### src/rtl/regfile_wb_arbiter.sv
// Round-robin arbiter sharing the single regfile write port among NUM_REQ
// writeback sources, with a one-cycle registered write and read-port bypass flags.

module regfile_wb_lane #(
    parameter int AW      = 5,
    parameter bit LOCK_R0 = 1'b1
) (
    input  logic          valid,
    input  logic [AW-1:0] addr,
    input  logic          block,
    output logic          eligible,
    output logic          commit
);
    assign eligible = valid & ~block;
    // r0 writes are still consumed so the requester drains, but never land
    assign commit   = ~(LOCK_R0 && (addr == '0));
endmodule

module regfile_wb_arbiter #(
    parameter int DATAPATH_WIDTH     = 64,
    parameter int REGFILE_ADDR_WIDTH = 5,
    parameter int NUM_REQ            = 4,
    parameter bit LOCK_R0            = 1'b1
) (
    input  logic                                   clk,
    input  logic                                   reset,
    input  logic [NUM_REQ-1:0]                     req_valid,
    input  logic [NUM_REQ*REGFILE_ADDR_WIDTH-1:0]  req_addr,
    input  logic [NUM_REQ*DATAPATH_WIDTH-1:0]      req_data,
    output logic [NUM_REQ-1:0]                     req_ready,
    input  logic                                   wr_hold,
    output logic [REGFILE_ADDR_WIDTH-1:0]          wr_addr_out,
    output logic [DATAPATH_WIDTH-1:0]              wr_data_out,
    output logic                                   wr_en_out,
    input  logic [REGFILE_ADDR_WIDTH-1:0]          rd1_addr,
    input  logic [REGFILE_ADDR_WIDTH-1:0]          rd2_addr,
    output logic                                   byp1_hit,
    output logic                                   byp2_hit,
    output logic [DATAPATH_WIDTH-1:0]              byp_data
);
    localparam int AW = REGFILE_ADDR_WIDTH;
    localparam int DW = DATAPATH_WIDTH;
    localparam int PW = (NUM_REQ > 1) ? $clog2(NUM_REQ) : 1;

    typedef struct packed {
        logic [AW-1:0] addr;
        logic [DW-1:0] data;
    } wb_req_t;

    wb_req_t [NUM_REQ-1:0] req;
    logic [NUM_REQ-1:0]    eligible;
    logic [NUM_REQ-1:0]    commit;
    logic [PW-1:0]         rr_ptr;
    logic [PW-1:0]         grant_idx;
    logic                  grant_vld;
    logic                  wr_en_q;

    genvar g;
    generate
        for (g = 0; g < NUM_REQ; g++) begin : g_lane
            assign req[g].addr = req_addr[g*AW +: AW];
            assign req[g].data = req_data[g*DW +: DW];
            regfile_wb_lane #(.AW(AW), .LOCK_R0(LOCK_R0)) u_lane (
                .valid    (req_valid[g]),
                .addr     (req[g].addr),
                .block    (reset | wr_hold),
                .eligible (eligible[g]),
                .commit   (commit[g])
            );
        end
    endgenerate

    // First eligible requester at or after rr_ptr, wrapping around
    always_comb begin
        grant_vld = 1'b0;
        grant_idx = '0;
        for (int off = 0; off < NUM_REQ; off++) begin
            if (!grant_vld && eligible[(int'(rr_ptr) + off) % NUM_REQ]) begin
                grant_vld = 1'b1;
                grant_idx = PW'((int'(rr_ptr) + off) % NUM_REQ);
            end
        end
        req_ready = '0;
        if (grant_vld) req_ready[grant_idx] = 1'b1;
    end

    always_ff @(posedge clk) begin
        if (reset) begin
            rr_ptr      <= '0;
            wr_en_q     <= 1'b0;
            wr_addr_out <= '0;
            wr_data_out <= '0;
        end else begin
            wr_en_q <= grant_vld & commit[grant_idx];
            if (grant_vld) begin
                rr_ptr      <= (grant_idx == PW'(NUM_REQ - 1)) ? '0 : grant_idx + PW'(1);
                wr_addr_out <= req[grant_idx].addr;
                wr_data_out <= req[grant_idx].data;
            end
        end
    end

    // Gating with reset keeps an in-flight write out of the regfile when reset lands mid-write
    assign wr_en_out = wr_en_q & ~reset;
    assign byp1_hit  = wr_en_out & (rd1_addr == wr_addr_out);
    assign byp2_hit  = wr_en_out & (rd2_addr == wr_addr_out);
    assign byp_data  = wr_data_out;
endmodule

### config.mk
export PLATFORM = sky130hd
export DESIGN_NAME = regfile_wb_arbiter
export DESIGN_NICKNAME = d
export VERILOG_FILES = /design/src/rtl/regfile_wb_arbiter.sv
export SDC_FILE = /design/constraint.sdc
export NUM_CORES = 1
export LEC_CHECK = 0
export ABC_AREA = 1
export BUFFER_PORTS_ARGS = -buffer_cell sky130_fd_sc_hd__buf_4
export CAP_MARGIN = 10
export CELL_PAD_IN_SITES_DETAIL_PLACEMENT = 1
export CELL_PAD_IN_SITES_GLOBAL_PLACEMENT = 1
export CORE_AREA = 4 4 168 170
export DETAILED_ROUTE_END_ITERATION = 6
export DIE_AREA = 0 0 172 174
export HOLD_SLACK_MARGIN = 0.06
export PLACE_DENSITY_LB_ADDON = 0.1
export SETUP_SLACK_MARGIN = 0.4
export SYNTH_ARGS = -nofsm -noshare
export SYNTH_HDL_FRONTEND = slang
export SYNTH_SLANG_ARGS = --single-unit
### constraint.sdc
create_clock -name clk -period 6.88 [get_ports clk]
set_clock_uncertainty 0.05 [all_clocks]
set_input_delay 1.376 -clock clk [delete_from_list [all_inputs] [get_ports clk]]
set_output_delay 1.376 -clock clk [all_outputs]
set_load 0.005 [all_outputs]
==> Yosys cells after proc, flatten, opt, wreduce, memory -nomap -nowiden <==
Index checks and enable logic that the tools add are counted.
{ "totals": {"reg_bits": 72, "elab_cells": 76} }
{ "op_classes": {"n_addsub": 4, "order_cmp": 6, "n_eq_ne": 3, "muxes": 27, "n_bitwise": 18, "reduce_logical": 14} }
{ "ops": {"columns": ["cell", "count"], "rows": [
  ["$bmux W69 S2", 1],
  ["$mux W69", 1],
  ["$logic_not A5 Y1", 4],
  ["$mux W1", 13],
  ["$lt A3 B4 Y1 const B", 3],
  ["$bmux W1 S2", 5],
  ["$eq A5 B5 Y1", 2],
  ["$mux W2", 5],
  ["$and A1 B1 Y1", 8],
  ["$lt A2 B3 Y1 const B", 2],
  ["$not A1 Y1", 6],
  ["$reduce_or A2 Y1", 3],
  ["$add A2 B1 Y2 const B", 2],
  ["$add A2 B2 Y2 const B", 2],
  ["$logic_and A1 B1 Y1", 4],
  ["$mux W4", 1],
  ["$and A1 B1 Y1 const A", 3],
  ["$logic_not A1 Y1", 3],
  ["$demux W1 S2", 1],
  ["$eq A2 B2 Y1 const B", 1],
  ["$ge A2 B1 Y1 const B", 1],
  ["$or A1 B1 Y1", 1]
]} }

==> Depth between registers and ports, before layout <==
{ "logic_depth": {"ltp_word": 20, "depth_mapped": 17, "mapped_depth_nobuf": 15} }

==> Hierarchy <==
Synthesis repeated with hierarchy kept, for this count alone.
{ "hier_totals": {"hier_cells": 1388, "hier_area_um2": 7398.3} }
{ "by_module_without_submodules": {"columns": ["module", "instances", "cells_each", "area_each_um2"], "rows": [
  ["regfile_wb_arbiter", 1, 1364, 7303.3],
  ["regfile_wb_lane", 4, 6, 23.8]
]} }

==> Worst setup path after synthesis <==
Ideal clock, no wire load.
{ "synth_timing": {"path_kind": "input -> output", "startpoint": "input port reset", "endpoint": "output port req_ready[0]", "arrival_time_ns": 2.867, "required_ns": 5.454, "slack_ns": 2.587, "path_stages": 14, "path_cell_list": "buf_6 -> nor2_8 -> nand3_1 -> nand3_1 -> nand2_2 -> nand2_1 -> nand2_1 -> nand2_2 -> nand3_4 -> buf_6 -> buf_2 -> ha_1 -> inv_1 -> nor2_1"} }
{ "synth_between": {"elab_chain_len": 20} }
{ "synth_lines": {"columns": ["element", "line_no", "text"], "rows": [
  ["start, declared", "26", "input logic reset,"],
  ["$or A1 B1 Y1 *", "66", ".block (reset | wr_hold),"],
  ["$not A1 Y1 *", "14", "assign eligible = valid & ~block;"],
  ["$and A1 B1 Y1", "14", null],
  ["$bmux W1 S2", "78", "if (!grant_vld && eligible[(int'(rr_ptr) + off) % NUM_REQ]) begin"],
  ["$mux W1 (not written as such)", "78", null],
  ["$mux W1", "78", null],
  ["$logic_not A1 Y1", "78", null],
  ["$logic_and A1 B1 Y1", "78", null],
  ["[... 4 more ...]", null, null],
  ["$logic_not A1 Y1", "78", null],
  ["$logic_and A1 B1 Y1", "78", null],
  ["$mux W2", "78", null],
  ["$lt A2 B3 Y1 (not written as such) or $ge A2 B1 Y1 (tied branches)", "84", "if (grant_vld) req_ready[grant_idx] = 1'b1;"],
  ["$logic_and A1 B1 Y1 (not written as such)", "84", null],
  ["$mux W1 (not written as such)", "84", null],
  ["$demux W1 S2", "84", null],
  ["$mux W4 *", "84", null],
  ["end, declared", "30", "output logic [NUM_REQ-1:0] req_ready,"]
]} }
Mark *: on every way between the ends. The rest lies on a longest branch, timed or not. The select of a mux whose other input is x is not followed.

==> Final worst setup path <==
{ "layout_timing": {"startpoint": "input port reset", "endpoint": "output port req_ready[3]"} }
The elaborated chain is that of the path after synthesis.

==> flow_summary_export.csv <==
group,metric,value,unit
detailed_routing,viasPerCell,4.713,
clocking,cts_resized,0,
yosys,synthDistinctLibCells,31,
floorplan,die_area,29930,sq um
detailed_routing,ant_nets,0,
run_status,status,"complete, no violations",
yosys,synth-simple-area-share,0.4771,
final_layout,fill_cells,3685,
setup_path,worst-endpoint-required,5.45,ns
detailed_routing,drc,0,
clocking,hold_buffers,0,
final_layout,final_common_cell,"buf_4",
final_layout,seqCellArea,1441,sq um
yosys,syn_avg_cell_area,5.428,sq um
setup_path,cp_max_fo,24,
clocking,postCtsSetupBuffers,0,
detailed_routing,wl,33.13,mm
min_path,holdPathStages,4,
final_layout,final_cell_mix,"441 x buf_4, 355 x inv_1, 239 x nand2_1",
global_route,grt_pass1_wl,50.84,mm
setup_path,path_cells,"buf_4 -> nor2_8 -> nand3_1 -> nand2_1 -> o21ai_2 -> nand4_4 -> nand3_4 -> inv_2 -> ha_1 -> inv_1 -> nor2_1 -> buf_4",
clocking,cts.reportedPaths.clkPinSlew,0.06,ns
floorplan,core,26730,sq um
clocking,clkLatencyLatePin,0.34,ns
floorplan,die_h,174,microns
yosys,synth.net_count,1673,
yosys,synth_top_family_by_area,"simple AND/OR/NAND/NOR gates",
final_layout,multi_input_area,3745,sq um
timing,drv_slew,0,
final_layout,final_cells,2011,
final_layout,areaGrowthSynthToFinish,41.28,%
setup_path,crit_top_cell,"buf_4",
pwr,p_int,0.002214,W
global_route,track_usage,0.2109,
placed_design,numPortBuffers,432,
clocking,cts_tree,"built",
yosys,synthCells,1376,
final_layout,drive_above_1_share,0.2802,
min_path,worstHoldPathType,"reg -> reg",
floorplan,die_w,172,microns
yosys,synthTopCellsByArea,"dfxtp_1 19%, inv_1 18%, nand3_1 15%",
pwr,fin_total_pwr,0.004744,W
timing,fmax,213.0,MHz
timing,worst_slew_pin_slew,1.434,ns
yosys,synth_top_area_share,0.1930,
pwr,power_frac_seq,0.169,
detailed_routing,routed-via-count,9477,
global_route,antenna_found_initial,1,
setup_path,path_delay_family,"simple AND/OR/NAND/NOR gates",
final_layout,utilization,0.3948,
floorplan,initial_core_util,0.2794,
yosys,async_flop_share,0,
pwr,peakVddDrop,0.4536,mV
setup_path,crit_type,"in -> out",
setup_path,crit_buf_inv,4,
timing,final.min_clock_period,4.694,ns
clocking,clockBufferDepth,2,
setup_path,cp_slowest_cell,"nand4_4",
detailed_routing,first_pass_iters,5,
yosys,synth_top_area_cell,"dfxtp_1",
global_route,grt_pass1_vias,9421,
timing,rsz0062_at_grt,"false",
setup_path,cp.depth,12,
placed_design,gp_congestion,0.8405,
yosys,ys_seq_area_frac,0.1930,
setup_path,critPathLaunchType,"primary input",
timing,min_period_over_period,0.6823,
global_route,gr-total-overflow,0,
timing,hold_viol,0,
setup_path,cp.arrival,3.27,ns
setup_path,r2r-end,"byp_data[44]$_SDFFE_PP0P_",
flow_run,drv_cap,0,
yosys,synth-xor-area-share,0.004691,
pwr,leakagePower,6.698,nW
pwr,netSwitchingPower,0.002530,W
floorplan,num_rows,60,
final_layout,nNetsFinal,1963,
timing,relSlewSlack,0.04406,
timing,whs,0.5344,ns
clocking,numCtsBuffers,9,
yosys,synth_edf_count,0,
pwr,pwr-share-clk,0.093,
clocking,root_buffer,"clkbuf_16",
yosys,ys_seq_elements,72,
min_path,hold_start,"byp_data[47]$_SDFFE_PP0P_",
global_route,grt_max_degree,254,
yosys,synth.cell_area,7468,sq um
setup_path,r2r_slack,2.95,ns
min_path,min_to,"byp_data[47]$_SDFFE_PP0P_",
yosys,synthFlopType,"dfxtp_1",
detailed_routing,wl_per_cell,16.47,microns
setup_path,crit_path_end_kind,"output pin",
setup_path,rr_startpoint,"rr_ptr[0]$_SDFFE_PP0P_",
timing,finalSetupTns,0,ns
detailed_routing,drtIter0Drc,535,
pwr,p_sw_frac,0.5333,
timing,setup_viol,0,
yosys,synth_warnings,0,
placed_design,dpl.hpwl,23.69,mm
pwr,combPwrFrac,0.738,
setup_path,max_stage_delay,0.40,ns
setup_path,r2r_cells,13,
final_layout,antennaDiodeCount,0,
placed_design,placedCellCount,1996,
floorplan,io_pins,433,
yosys,synth_compound_area_frac,0.01055,
clocking,htree_levels,3,
pwr,pwr_density_cell,449.6,nW/um^2
clocking,cts_sinks,72,
yosys,synthAdderAreaFrac,0.006701,
yosys,synth.area.mux_share,0,
per-stage QoR:
stage | instance area, sq um | worst slack, ns
after floorplan | 7468 | 2.587
after global placement | 10290 | 2.136
after detailed placement | 10290 | 2.043
after CTS | 10550 | 2.157
after global routing | 10550 | 2.004
final | 10550 | 2.186
tightest hold or removal path: cells and delay by family (launching register included):
family / cells / cell delay, ns
AND/OR/NAND/NOR: 3 / 0.19
buffers and inverters: 1 / 0.03
flip-flops: 1 / 0.32
layout make-up:
cell class                 instances  area share
clock buffer                      12     0.02241
clock inverter                     3    0.001897
inverter                         360      0.1281
multi-input combinational        781      0.3549
sequential                        72      0.1366
tap                              341     0.04044
timing repair buffer             442      0.3157
synthesized netlist by cell type, types with 2 or more instances:
master	n
inv_1	355
nand2_1	239
nand3_1	227
nor2_1	140
nand4_1	139
dfxtp_1	72
buf_4	67
buf_2	56
clkbuf_1	23
buf_1	15
a21oi_1	6
ha_1	4
inv_2	4
nor4_1	4
xor2_1	4
a211oi_1	2
buf_6	2
nand2_2	2
nor3_1	2
or2_2	2
sequential cells by signal, summed over array words and instances (netlist names):
register / count
wr_addr_out: 5
rr_ptr: 2
byp_data: 64
wr_en_q: 1
layer usage:
metal	global-route usage	part of all wire	vias to the layer above
li1	-	-	4737
met2	0.3664	0.49	270
met5	0	0.00039	-
met3	0.04253	0.062	34
met4	0.05601	0.019	2
met1	0.2639	0.43	4434
cells by family after synthesis:
group           after synthesis
fa+ha+maj                     4
flops                        72
buf+inv                     523
compound gates               13
xor+xnor                      4
simple gates                760
power groups by stage:
stage / logic, W / clock network, W / registers, W
finish: 0.00350 / 0.000440 / 0.000802
global route: 0.00398 / 0.000475 / 0.000833
CTS: 0.00355 / 0.000457 / 0.000811
detailed placement: 0.00353 / 0 / 0.000818
global placement: 0.00347 / 0 / 0.000814
floorplan: 0.00256 / 0 / 0.000752
worst max-delay path by stage:
stage	startpoint	to	slack, ns
floorplan	reset	req_ready[0]	2.59
global placement	reset	byp_data[45]$_SDFFE_PP0P_	2.14
detailed placement	reset	byp_data[30]$_SDFFE_PP0P_	2.04
CTS	reset	req_ready[3]	2.16
global route	reset	req_ready[3]	2.00
finish	reset	req_ready[3]	2.19
(Power assumes the default switching activity.)
